`src/rtl/ctrl_pkg.sv`:
```
// Shared definitions for the ctrl_fsm instruction sequencer: state encoding,
// opcode class/sub-op constants and the EXEC-cycle decode bundle.
package ctrl_pkg;

    typedef enum logic [2:0] {
        ST_FETCH  = 3'd0,
        ST_DECODE = 3'd1,
        ST_EXEC   = 3'd2,
        ST_MEM    = 3'd3,
        ST_HALT   = 3'd4
    } state_e;

    localparam logic [1:0] CLS_ALU_REG = 2'b00;
    localparam logic [1:0] CLS_ALU_IMM = 2'b01;
    localparam logic [1:0] CLS_BRANCH  = 2'b10;
    localparam logic [1:0] CLS_SYS     = 2'b11;

    localparam logic [1:0] SUB_JMP   = 2'b00;
    localparam logic [1:0] SUB_JZ    = 2'b01;
    localparam logic [1:0] SUB_JNZ   = 2'b10;
    localparam logic [1:0] SUB_JC    = 2'b11;

    localparam logic [1:0] SUB_LOAD  = 2'b00;
    localparam logic [1:0] SUB_STORE = 2'b01;
    localparam logic [1:0] SUB_NOP   = 2'b10;
    localparam logic [1:0] SUB_HALT  = 2'b11;

    typedef struct packed {
        logic reg_en;
        logic imm_sel;
        logic pc_inc;
        logic jmp_sel;
        logic to_mem;
        logic to_halt;
    } exec_dec_t;

    function automatic logic branch_taken(input logic [1:0] sub, input logic zf, input logic cf);
        logic taken;
        case (sub)
            SUB_JMP: taken = 1'b1;
            SUB_JZ:  taken = zf;
            SUB_JNZ: taken = ~zf;
            SUB_JC:  taken = cf;
            default: taken = 1'b0;
        endcase
        return taken;
    endfunction

endpackage

```
`src/rtl/ctrl_fsm_if.sv`:
```
// Control/handshake bundle between the sequencer (slave side) and the
// datapath/memory (master side).
interface ctrl_fsm_if #(
    parameter int OPW = 4
);
    logic [OPW-1:0] opcode;
    logic           zf;
    logic           cf;
    logic           mem_ack;
    logic           mem_req;
    logic           mem_we;
    logic           ir_load;
    logic           pc_inc;
    logic           jmp_sel;
    logic           imm_sel;
    logic           reg_en;
    logic [1:0]     alu_op;
    logic           halted;
    logic [2:0]     state;

    modport slave (
        input  opcode, zf, cf, mem_ack,
        output mem_req, mem_we, ir_load, pc_inc, jmp_sel, imm_sel, reg_en, alu_op, halted, state
    );

    modport master (
        output opcode, zf, cf, mem_ack,
        input  mem_req, mem_we, ir_load, pc_inc, jmp_sel, imm_sel, reg_en, alu_op, halted, state
    );
endinterface

```
`src/rtl/ctrl_decode.sv`:
```
// Purely combinational map from a latched opcode plus ALU flags to the
// strobes and next-state hints used in the EXEC cycle.
module ctrl_decode
    import ctrl_pkg::*;
#(
    parameter int OPW = 4
) (
    input  logic [OPW-1:0] opc,
    input  logic           zf,
    input  logic           cf,
    output exec_dec_t      dec
);
    logic [1:0] cls_s;
    logic [1:0] sub_s;
    logic       rsv_nz_s;

    assign cls_s = opc[OPW-1:OPW-2];
    assign sub_s = opc[1:0];

    if (OPW > 4) begin : g_rsv
        assign rsv_nz_s = |opc[OPW-3:2];
    end else begin : g_no_rsv
        assign rsv_nz_s = 1'b0;
    end

    // Any nonzero reserved bit forces a NOP, whatever the class says.
    always_comb begin
        dec = '0;
        if (rsv_nz_s) begin
            dec.pc_inc = 1'b1;
        end else begin
            case (cls_s)
                CLS_ALU_REG: begin
                    dec.reg_en = 1'b1;
                    dec.pc_inc = 1'b1;
                end
                CLS_ALU_IMM: begin
                    dec.reg_en  = 1'b1;
                    dec.imm_sel = 1'b1;
                    dec.pc_inc  = 1'b1;
                end
                CLS_BRANCH: begin
                    if (branch_taken(sub_s, zf, cf)) begin
                        dec.jmp_sel = 1'b1;
                    end else begin
                        dec.pc_inc = 1'b1;
                    end
                end
                CLS_SYS: begin
                    case (sub_s)
                        SUB_LOAD, SUB_STORE: dec.to_mem  = 1'b1;
                        SUB_HALT:            dec.to_halt = 1'b1;
                        default:             dec.pc_inc  = 1'b1;
                    endcase
                end
                default: dec.pc_inc = 1'b1;
            endcase
        end
    end
endmodule

```
`src/rtl/ctrl_fsm.sv`:
```
// Multi-cycle instruction sequencer FETCH/DECODE/EXEC/MEM/HALT.
// Define CTRL_INSTR_CNT_EN to add the retired-instruction counter port instr_cnt.
module ctrl_fsm
    import ctrl_pkg::*;
#(
    parameter int OPW   = 4,
    parameter int CNT_W = 16
) (
    input  logic             clk,
    input  logic             rst_n,
`ifdef CTRL_INSTR_CNT_EN
    output logic [CNT_W-1:0] instr_cnt,
`endif
    ctrl_fsm_if.slave        bus
);
    state_e         state_q, state_d;
    logic [OPW-1:0] opc_q, opc_d;
    logic [1:0]     alu_op_q, alu_op_d;
    exec_dec_t      dec_s;

    logic mem_req_s, mem_we_s, ir_load_s, pc_inc_s, jmp_sel_s, imm_sel_s, reg_en_s, halted_s;

    ctrl_decode #(.OPW(OPW)) u_decode (
        .opc (opc_q),
        .zf  (bus.zf),
        .cf  (bus.cf),
        .dec (dec_s)
    );

    // State, latched opcode and ALU sub-op registers.
    always_ff @(posedge clk or negedge rst_n) begin
        if (!rst_n) begin
            state_q  <= ST_FETCH;
            opc_q    <= '0;
            alu_op_q <= 2'b00;
        end else begin
            state_q  <= state_d;
            opc_q    <= opc_d;
            alu_op_q <= alu_op_d;
        end
    end

    // Next state and strobes; FETCH outputs are qualified by rst_n so they stay low while reset is held.
    always_comb begin
        state_d   = state_q;
        opc_d     = opc_q;
        alu_op_d  = alu_op_q;
        mem_req_s = 1'b0;
        mem_we_s  = 1'b0;
        ir_load_s = 1'b0;
        pc_inc_s  = 1'b0;
        jmp_sel_s = 1'b0;
        imm_sel_s = 1'b0;
        reg_en_s  = 1'b0;
        halted_s  = 1'b0;
        case (state_q)
            ST_FETCH: begin
                mem_req_s = rst_n;
                if (bus.mem_ack) begin
                    ir_load_s = rst_n;
                    state_d   = ST_DECODE;
                end else begin
                    state_d = ST_FETCH;
                end
            end
            ST_DECODE: begin
                opc_d    = bus.opcode;
                alu_op_d = bus.opcode[1:0];
                state_d  = ST_EXEC;
            end
            ST_EXEC: begin
                reg_en_s  = dec_s.reg_en;
                imm_sel_s = dec_s.imm_sel;
                pc_inc_s  = dec_s.pc_inc;
                jmp_sel_s = dec_s.jmp_sel;
                if (dec_s.to_mem) begin
                    state_d = ST_MEM;
                end else if (dec_s.to_halt) begin
                    state_d = ST_HALT;
                end else begin
                    state_d = ST_FETCH;
                end
            end
            ST_MEM: begin
                mem_req_s = 1'b1;
                mem_we_s  = (opc_q[1:0] == SUB_STORE);
                if (bus.mem_ack) begin
                    reg_en_s = (opc_q[1:0] == SUB_LOAD);
                    pc_inc_s = 1'b1;
                    state_d  = ST_FETCH;
                end else begin
                    state_d = ST_MEM;
                end
            end
            ST_HALT: begin
                halted_s = 1'b1;
                state_d  = ST_HALT;
            end
            default: state_d = ST_FETCH;
        endcase
    end

    assign bus.mem_req = mem_req_s;
    assign bus.mem_we  = mem_we_s;
    assign bus.ir_load = ir_load_s;
    assign bus.pc_inc  = pc_inc_s;
    assign bus.jmp_sel = jmp_sel_s;
    assign bus.imm_sel = imm_sel_s;
    assign bus.reg_en  = reg_en_s;
    assign bus.halted  = halted_s;
    assign bus.alu_op  = alu_op_q;
    assign bus.state   = state_q;

`ifdef CTRL_INSTR_CNT_EN
    logic [CNT_W-1:0] instr_cnt_q, instr_cnt_d;

    // One retirement per pc_inc or jmp_sel strobe; wraps naturally.
    always_comb begin
        if (pc_inc_s || jmp_sel_s) begin
            instr_cnt_d = instr_cnt_q + {{(CNT_W-1){1'b0}}, 1'b1};
        end else begin
            instr_cnt_d = instr_cnt_q;
        end
    end

    // Retired-instruction counter register.
    always_ff @(posedge clk or negedge rst_n) begin
        if (!rst_n) begin
            instr_cnt_q <= '0;
        end else begin
            instr_cnt_q <= instr_cnt_d;
        end
    end

    assign instr_cnt = instr_cnt_q;
`endif
endmodule
```
`src/flat_wrapper.sv`:
```
// flat-port wrapper written by rule: the top's interface ports become plain ports
module ctrl_fsm_flat import ctrl_pkg::*;
#(
    parameter int OPW   = 4,
    parameter int CNT_W = 16
)
  (clk, rst_n, bus_opcode, bus_zf, bus_cf, bus_mem_ack, bus_mem_req, bus_mem_we, bus_ir_load, bus_pc_inc, bus_jmp_sel, bus_imm_sel, bus_reg_en, bus_alu_op, bus_halted, bus_state);
  ctrl_fsm_if #(.OPW(OPW)) bus_i ();
  input  logic clk;
  input  logic rst_n;
  input wire logic [$bits(bus_i.opcode)-1:0] bus_opcode;
  input wire logic [$bits(bus_i.zf)-1:0] bus_zf;
  input wire logic [$bits(bus_i.cf)-1:0] bus_cf;
  input wire logic [$bits(bus_i.mem_ack)-1:0] bus_mem_ack;
  output wire logic [$bits(bus_i.mem_req)-1:0] bus_mem_req;
  output wire logic [$bits(bus_i.mem_we)-1:0] bus_mem_we;
  output wire logic [$bits(bus_i.ir_load)-1:0] bus_ir_load;
  output wire logic [$bits(bus_i.pc_inc)-1:0] bus_pc_inc;
  output wire logic [$bits(bus_i.jmp_sel)-1:0] bus_jmp_sel;
  output wire logic [$bits(bus_i.imm_sel)-1:0] bus_imm_sel;
  output wire logic [$bits(bus_i.reg_en)-1:0] bus_reg_en;
  output wire logic [$bits(bus_i.alu_op)-1:0] bus_alu_op;
  output wire logic [$bits(bus_i.halted)-1:0] bus_halted;
  output wire logic [$bits(bus_i.state)-1:0] bus_state;
  assign bus_i.opcode = bus_opcode;
  assign bus_i.zf = bus_zf;
  assign bus_i.cf = bus_cf;
  assign bus_i.mem_ack = bus_mem_ack;
  assign bus_mem_req = bus_i.mem_req;
  assign bus_mem_we = bus_i.mem_we;
  assign bus_ir_load = bus_i.ir_load;
  assign bus_pc_inc = bus_i.pc_inc;
  assign bus_jmp_sel = bus_i.jmp_sel;
  assign bus_imm_sel = bus_i.imm_sel;
  assign bus_reg_en = bus_i.reg_en;
  assign bus_alu_op = bus_i.alu_op;
  assign bus_halted = bus_i.halted;
  assign bus_state = bus_i.state;
  ctrl_fsm #(.OPW(OPW), .CNT_W(CNT_W)) u_core (.clk(clk), .rst_n(rst_n), .bus(bus_i));
endmodule
```
`config.mk`:
```
export PLATFORM = sky130hd
export DESIGN_NAME = ctrl_fsm_flat
export DESIGN_NICKNAME = d
export VERILOG_FILES = /design/src/rtl/ctrl_pkg.sv /design/src/rtl/ctrl_fsm_if.sv /design/src/rtl/ctrl_decode.sv /design/src/rtl/ctrl_fsm.sv /design/src/flat_wrapper.sv
export SDC_FILE = /design/constraint.sdc
export NUM_CORES = 1
export LEC_CHECK = 0
export CELL_PAD_IN_SITES_DETAIL_PLACEMENT = 0
export CELL_PAD_IN_SITES_GLOBAL_PLACEMENT = 2
export CORE_ASPECT_RATIO = 1.5
export CORE_UTILIZATION = 23
export DETAILED_ROUTE_END_ITERATION = 8
export GPL_TIMING_DRIVEN = 1
export PLACE_DENSITY_LB_ADDON = 0.08
export SLEW_MARGIN = 25
export SYNTH_ARGS = -nofsm -noshare
export SYNTH_HDL_FRONTEND = slang
export SYNTH_SLANG_ARGS = --single-unit
```
`constraint.sdc`:
```
create_clock -name clk -period 2.53 [get_ports clk]
set_input_delay 0.253 -clock clk [delete_from_list [all_inputs] [get_ports clk]]
set_output_delay 0.253 -clock clk [all_outputs]
set_load 0.005 [all_outputs]
```
==> out/qor.csv, run 1 <==
metric,value,unit
crit end category,output pin,
vias in the first global route,445,
Yosys top cell area share,37.4,%
# fillers,203,
Main synth FF type,dfrtp_1,
Seq. cell area,175,um2
period utilisation layout,88.6,%
vias after detailed routing,464,
DP HPWL,891,um
vias per cell,4.99,
first-pass GRT wire length,2.02,mm
gr usage total,13.1,%
DRC viols,0,
"top cells by count, synth","7 x dfrtp_1, 5 x nor2_1, 4 x mux2_1, 4 x nand2_1, 3 x nor2b_1",
number of flops mapped to enable cells by yosys,0,
Mapped Cells,49,
Hold Fails Final Rpt,0,
initial antenna violation count,0,
Max Transition Viols Final,0,
Root Buffer,clkbuf_4,
CP Cell Sequence,"nand2b_1, or2_1, and4bb_1, clkdlybuf4s50_1",
final wirelength,1.20,mm
kind of cell adding the most delay to the critical path,simple AND/OR/NAND/NOR gates,
Worst-Margin Slew,0.425,ns
CTS tree,built,
cts hold-fix bufs,0,
TritonCTS Buffers,3,
post-route ant nets,0,
Placed Instance Area,692,um2
H-tree levels,1,
Pre-antenna DRT Iters,4,
Core Box Area,1880,um2
share of cells above drive strength 1,6.94,%
IO Port Bufs,21,
slew margin rel.,71.7,%
WP buf/inv,1,
Nets,82,
status,"complete, no violations",
crit path kind,flip-flop to output pin,
"Seq/Total Area, Yosys",37.4,%
Layout area overhead,53.5,%
top-count cell post-synth,dfrtp_1,
IO Pins,22,
highest clock rate,446,MHz
cell row count,19,
CTS resizes,0,
Clock Skews,0.00678,ns
ys async rst share,100,%
CP max stage delay,0.49,ns
Yosys top cell by area,dfrtp_1,
leakage power,0.284,nW
Die Wd,38.8,um
synth warn,0,
Startpoint Class,flip-flop,
gpl congestion,0.625,
GR Overflow Total,0,
Mapped Nets,58,
post-route minimum period,2.24,ns
worst skew pair latency,0.25,ns
pre-CTS setup slack,0.385,ns
post-route cell area,718,um2
Synth Register Bits,7,
"Arr. time, crit path",1.99,ns
Crit Path Max Fanout,9,
number of DRC markers in iteration 0,6,
Die H,57.2,um
CTS sink count,7,
Initial Util,24.9,%
Power Dens Cells,1030,nW/um2
final setup fails,0,
die area,2220,um2
postcts setup bufs,0,
Antenna diodes,0,
pin count of the biggest net entering global routing,16,
"Req. time, crit path",2.28,ns
Synth Cell Area,468,um2
CTS max path bufs,2,
class of the worst hold path,input port to async pin,
VDD IR max,543,uV
setup TNS,0,ns
count of cell types in the netlist,27,
clk slew on worst S/H paths,0.05,ns
Setup WS post-layout,0.288,ns
hold_ws,0.330,ns
routed len/inst,12.9,um
RSZ-0062 raised after global routing,no,
"top cells by area, synth","dfrtp_1 37%, mux2_1 9.6%, nor2_1 4.0%",
Multi-input gate area,269,um2
Max Cap Viol,0,
Worst R2R Setup Slack,1.06,ns
CP max stage cell,clkdlybuf4s50_1,
mean area per synthesized cell,9.55,um2
## final timing paths
| kind | end | cells after the start | start |
|---|---|---|---|
| min | u_core.opc_q[2]$_DFFE_PN0P_ | 2 | rst_n |
| max | bus_jmp_sel | 4 | u_core.bus.state[2]$_DFF_PN0_ |
| max reg2reg | u_core.opc_q[1]$_DFFE_PN0P_ | 2 | u_core.bus.state[0]$_DFF_PN0_ |
| min in group clk | u_core.opc_q[2]$_DFFE_PN0P_ | 2 | bus_opcode[2] |
| min reg2reg | u_core.opc_q[2]$_DFFE_PN0P_ | 1 | u_core.opc_q[2]$_DFFE_PN0P_ |
| max in group asynchronous | u_core.bus.state[2]$_DFF_PN0_ | 2 | rst_n |
## per-layer routing
metal  global-route usage, %  vias up  share of wire [%]
li1                        -      229                  -
met5                       0        -                  0
met3                    3.11        2                5.7
met2                    20.5       18                 51
met4                    7.39        0               0.67
met1                    15.9      215                 42
## power breakdown
group | switching, mW | internal [mW]
clock | 0.0400 | 0.0601
combinational | 0.125 | 0.238
sequential | 0.118 | 0.162
total | 0.283 | 0.460
## per-stage QoR
step           util [%]  total power, mW  cells
2_1_floorplan         -            0.467     49
3_3_place_gp       36.8            0.657     89
3_5_place_dp       36.8            0.651     89
4_1_cts            38.2            0.756     93
5_1_grt            38.2            0.819     93
6_report           38.2            0.743     93
## registers in the layout, indices dropped and copies added (netlist names)
register	count
u_core.bus.state	3
u_core.bus.alu_op	1
u_core.opc_q	3
## cell usage in the layout (no fill, tap or decap), types with 2 or more instances in the layout
cell type	count
clkdlybuf4s50_1	21
dfrtp_1	7
nor2_1	5
nand2_1	4
mux2_1	4
nor2b_1	3
clkbuf_4	3
a21oi_1	2
nor3b_1	2
nor3_1	2
## final cells by class
type	instances	share of cell area, %
Timing Repair Buffer	22	30.3
Inverter	1	0.523
Clock buffer	4	3.66
Tap cell	21	3.66
Sequential cell	7	24.4
Multi-Input combinational cell	38	37.5
## cells by family after synthesis
group,Yosys count,synth area share [%]
mux,5,11.8
buf+inv,4,5.08
compound gates,9,14.4
flops,7,37.4
simple gates,24,31.3
Note: power is estimated with default switching activity, not from simulation.
==> inputs of run 2 (changes only) <==
Settings changed: CORE_MARGIN from default to 10.
==> out/qor.csv, run 2 (synthesis gave the netlist of run 1 again) <==
metric,value,unit
GR Overflow Total,0,
pin count of the biggest net entering global routing,16,
"Arr. time, crit path",2.01,ns
TritonCTS Buffers,3,
clk slew on worst S/H paths,0.05,ns
vias after detailed routing,455,
class of the worst hold path,input port to async pin,
post-route minimum period,2.26,ns
number of DRC markers in iteration 0,15,
CTS tree,built,
RSZ-0062 raised after global routing,no,
die area,4280,um2
Hold Fails Final Rpt,0,
share of cells above drive strength 1,6.94,%
post-route ant nets,0,
final wirelength,1.39,mm
"Core Util, Final",38.2,%
Layout area overhead,53.5,%
Die H,75.2,um
routed len/inst,15.0,um
non-filler cells in the finished layout,93,
Max Transition Viols Final,0,
placed insts,89,
cts hold-fix bufs,0,
crit end category,output pin,
status,"complete, no violations",
vias per cell,4.89,
grt met1 use,7.68,%
slew margin rel.,71.8,%
Core Box Area,1880,um2
Startpoint Class,flip-flop,
Max Cap Viol,0,
Pre-antenna DRT Iters,4,
Die Wd,56.8,um
IO Port Bufs,21,
gr usage total,6.96,%
"commonest cells after routing, fill and taps aside","21 x clkdlybuf4s50_1, 7 x dfrtp_1, 5 x nor2_1",
highest clock rate,442,MHz
cell row count,19,
final setup fails,0,
"Req. time, crit path",2.28,ns
worst skew pair latency,0.25,ns
vias in the first global route,487,
gpl congestion,0.647,
CP max stage cell,clkdlybuf4s50_1,
GR Util met2,10.8,%
"commonest non-fill, non-tap cell in the layout",clkdlybuf4s50_1,
Power Dens Cells,1050,nW/um2
DRC viols,0,
initial antenna violation count,0,
first-pass GRT wire length,2.37,mm
period utilisation layout,89.4,%
Root Buffer,clkbuf_4,
CTS sink count,7,
Initial Util,24.9,%
leakage power,0.284,nW
Worst-Margin Slew,0.424,ns
CP max stage delay,0.50,ns
hold_ws,0.329,ns
Clock Skews,0.00446,ns
CTS max path bufs,2,
VDD IR max,414,uV
H-tree levels,1,
postcts setup bufs,0,
Antenna diodes,0,
setup TNS,0,ns
Nets,82,
global routing usage on met3,3.37,%
crit path kind,flip-flop to output pin,
GR peak layer,met2,
DP HPWL,1.07,mm
CTS resizes,0,
Crit Path Max Fanout,9,
CP Cell Sequence,"nand2b_1, or2_1, and4bb_1, clkdlybuf4s50_1",
IO Pins,22,
-- run 2: cell counts in the layout (fill, tap and decap cells not counted) --
No cell type changed its count.
-- run 2: final cells by class --
cell class	count	area [um2]
timing repair buffer	22	218
inverter	1	3.75
tap	21	26.3
fill	210	1160
multi-input combinational	38	269
clock buffer	4	26.3
sequential	7	175
-- run 2: final timing paths --
path                                                    start                                to  slack (ns)  cells after the start
min in group clk                                bus_opcode[0]  u_core.bus.alu_op[0]$_DFFE_PN0P_        0.61                      2
worst min register to register    u_core.opc_q[2]$_DFFE_PN0P_       u_core.opc_q[2]$_DFFE_PN0P_        0.61                      1
worst min-delay path                                    rst_n     u_core.bus.state[2]$_DFF_PN0_        0.33                      2
max in group asynchronous                               rst_n       u_core.opc_q[1]$_DFFE_PN0P_        2.08                      2
worst max register to register  u_core.bus.state[0]$_DFF_PN0_       u_core.opc_q[1]$_DFFE_PN0P_        1.05                      2
worst max-delay path            u_core.bus.state[2]$_DFF_PN0_                       bus_jmp_sel        0.27                      4
-- run 2: power by group --
part           internal, mW  switching (mW)  leakage, nW
clock network        0.0602          0.0407       0.0150
logic                 0.239           0.131        0.183
registers             0.162           0.118       0.0862
total                 0.460           0.290        0.284
-- run 2: stage by stage --
step                instance area [um2]  power, mW  setup WS [ns]
floorplan                           468      0.467           1.13
global placement                    692      0.664          0.376
detailed placement                  692      0.664          0.359
CTS                                 718      0.768          0.249
global route                        718      0.832         0.0354
finish                              718      0.751          0.268
-- run 2: worst max-delay path: cells and delay by family, from the launching register on --
| family | cells | cell delay (ns) |
|---|---|---|
| DFF | 1 | 0.47 |
| and+or+nand+nor | 3 | 0.78 |
| buffers and inverters | 1 | 0.50 |
-- run 2: per-layer routing --
| layer | up-vias | share of wire (%) |
|---|---|---|
| met5 | - | 0 |
| met4 | 0 | 0.43 |
| met3 | 2 | 9.5 |
| met2 | 17 | 47 |
| met1 | 209 | 43 |
| li1 | 227 | - |
==> inputs of run 3 (changes only) <==
Settings changed: CORE_UTILIZATION 23 to 24, SYNTH_HIERARCHICAL from default to 1.
==> out/qor.csv, run 3 <==
metric,value,unit
Core Box Area,2050,um2
CP Cell Sequence,"clkdlybuf4s50_1, mux2i_1, a31oi_1, nor3_1, nor3b_1, clkdlybuf4s50_1",
Synth Cell Area,517,um2
setup TNS,0,ns
Worst path most repeated cell,clkdlybuf4s50_1,
crit path kind,input port to output pin,
post-route cell area,759,um2
top-count cell post-synth,nand2_1,
"top cells by area, synth","dfrtp_1 34%, mux2_2 8.7%, nand2_1 5.8%",
post-route minimum period,2.13,ns
share of cells above drive strength 1,12.5,%
CTS resizes,0,
Hold Fails Final Rpt,0,
Nets,90,
Crit Reg-Reg Endpoint,u_core/opc_q[1]$_DFFE_PN0P_,
RSZ-0062 raised after global routing,no,
DRC viols,0,
VDD IR max,545,uV
Die H,76.8,um
Mapped Cells,58,
class of the worst hold path,input port to async pin,
FF-to-FF Start,u_core/bus.state[1]$_DFF_PN0_,
Pwr Total,844,uW
"Seq/Total Area, Yosys",33.9,%
H-tree levels,1,
Antenna diodes,0,
vias per cell,4.72,
pre-CTS setup slack,0.400,ns
CTS sink count,7,
Worst-Margin Slew,0.429,ns
initial antenna violation count,0,
cts hold-fix bufs,0,
mean area per synthesized cell,8.91,um2
GR peak layer,met2,
crit end category,output pin,
final wirelength,1.37,mm
clk slew on worst S/H paths,0.05,ns
"Req. time, crit path",2.28,ns
"top cells by count, synth","8 x nand2_1, 7 x dfrtp_1, 5 x nor2_1",
placed insts,98,
Main synth FF type,dfrtp_1,
IO Pins,22,
Mapped Nets,67,
IO Port Bufs,21,
pin count of the biggest net entering global routing,14,
gpl congestion,0.713,
period utilisation layout,84.1,%
CP max stage cell,clkdlybuf4s50_1,
Crit Path Max Fanout,3,
Max Cap Viol,0,
kind of cell adding the most delay to the critical path,buffers and inverters,
Yosys top cell area share,33.9,%
number of flops mapped to enable cells by yosys,0,
Setup WS post-layout,0.403,ns
CTS max path bufs,2,
synth warn,6,
TritonCTS Buffers,3,
GR Overflow Total,0,
Yosys top cell by area,dfrtp_1,
gr usage total,6.43,%
first-pass GRT wire length,2.42,mm
R2R cell count,2,
Initial Util,25.2,%
DP HPWL,1.08,mm
grt met1 use,6.60,%
critical path depth,6,
routed len/inst,13.5,um
"commonest cells after routing, fill and taps aside","21 x clkdlybuf4s50_1, 8 x nand2_1, 7 x dfrtp_1",
Synth Register Bits,7,
die area,4450,um2
Layout area overhead,47.0,%
Startpoint Class,input port,
slew margin rel.,71.4,%
worst skew pair latency,0.25,ns
Die Wd,57.9,um
"commonest non-fill, non-tap cell in the layout",clkdlybuf4s50_1,
postcts setup bufs,0,
highest clock rate,470,MHz
Crit. Startpoint,bus_zf,
max FFs per register,4,
number of DRC markers in iteration 0,3,
Power Dens Cells,1110,nW/um2
Placed Instance Area,733,um2
status,"complete, no violations",
WP buf/inv,2,
leakage power,0.296,nW
Pre-antenna DRT Iters,3,
CTS tree,built,
# fillers,224,
CP max stage delay,0.53,ns
vias in the first global route,533,
global routing usage on met3,3.79,%
final setup fails,0,
Setup crit end,bus_jmp_sel,
Root Buffer,clkbuf_4,
count of cell types in the netlist,24,
"Most flops, register",u_core/opc_q,
Max Transition Viols Final,0,
GR Util met2,10.5,%
ys async rst share,100,%
vias after detailed routing,481,
cell row count,20,
Worst R2R Setup Slack,1.18,ns
"Arr. time, crit path",1.87,ns
non-filler cells in the finished layout,102,
post-route ant nets,0,
Clock Skews,0.00540,ns
==> run 3: cell type report <==
type                    count  area [um2]  area share, %
repair buffers             23         225           29.7
clock buffers               4        26.3           3.46
well taps                  22        27.5           3.62
multi-input cells          45         302           39.7
flip-flops and latches      7         175           23.1
inverters                   1        3.75          0.494
==> run 3: through the flow <==
step | utilization [%] | hold WS (ns)
after floorplan | - | -0.0426
after detailed placement | 35.7 | 0.569
final | 37.0 | 0.306
after CTS | 37.0 | 0.297
after global routing | 37.0 | 0.308
after global placement | 35.7 | 0.573
==> run 3: cells by family after synthesis <==
| kind of cell | share of synthesized area [%] |
|---|---|
| buffers and inverters | 7.74 |
| multiplexers | 12.6 |
| AO/OA/AOI/OAI | 9.93 |
| flip-flops | 33.9 |
| AND/OR/NAND/NOR | 35.8 |
==> run 3: power breakdown <==
part           leakage, nW  switching (mW)  internal [mW]
Sequential          0.0849           0.129          0.163
Clock               0.0150          0.0378         0.0600
Combinational        0.196           0.159          0.295
==> run 3: worst min path at each step <==
| stage | from | endpoint | slack, ns |
|---|---|---|---|
| after CTS | rst_n | u_core/bus.state[1]$_DFF_PN0_ | 0.30 |
| after detailed placement | rst_n | u_core/bus.state[1]$_DFF_PN0_ | 0.57 |
| after floorplan | rst_n | u_core/bus.state[0]$_DFF_PN0_ | -0.04 |
| after global routing | rst_n | u_core/bus.state[1]$_DFF_PN0_ | 0.31 |
| final | rst_n | u_core/bus.state[1]$_DFF_PN0_ | 0.31 |
| after global placement | rst_n | u_core/bus.state[1]$_DFF_PN0_ | 0.57 |
==> run 3: layer usage <==
metal  vias to the layer above  wire length, um
met1                       216              561
met5                         -                0
li1                        251                -
met3                         0              156
met4                         0                0
met2                        14              656
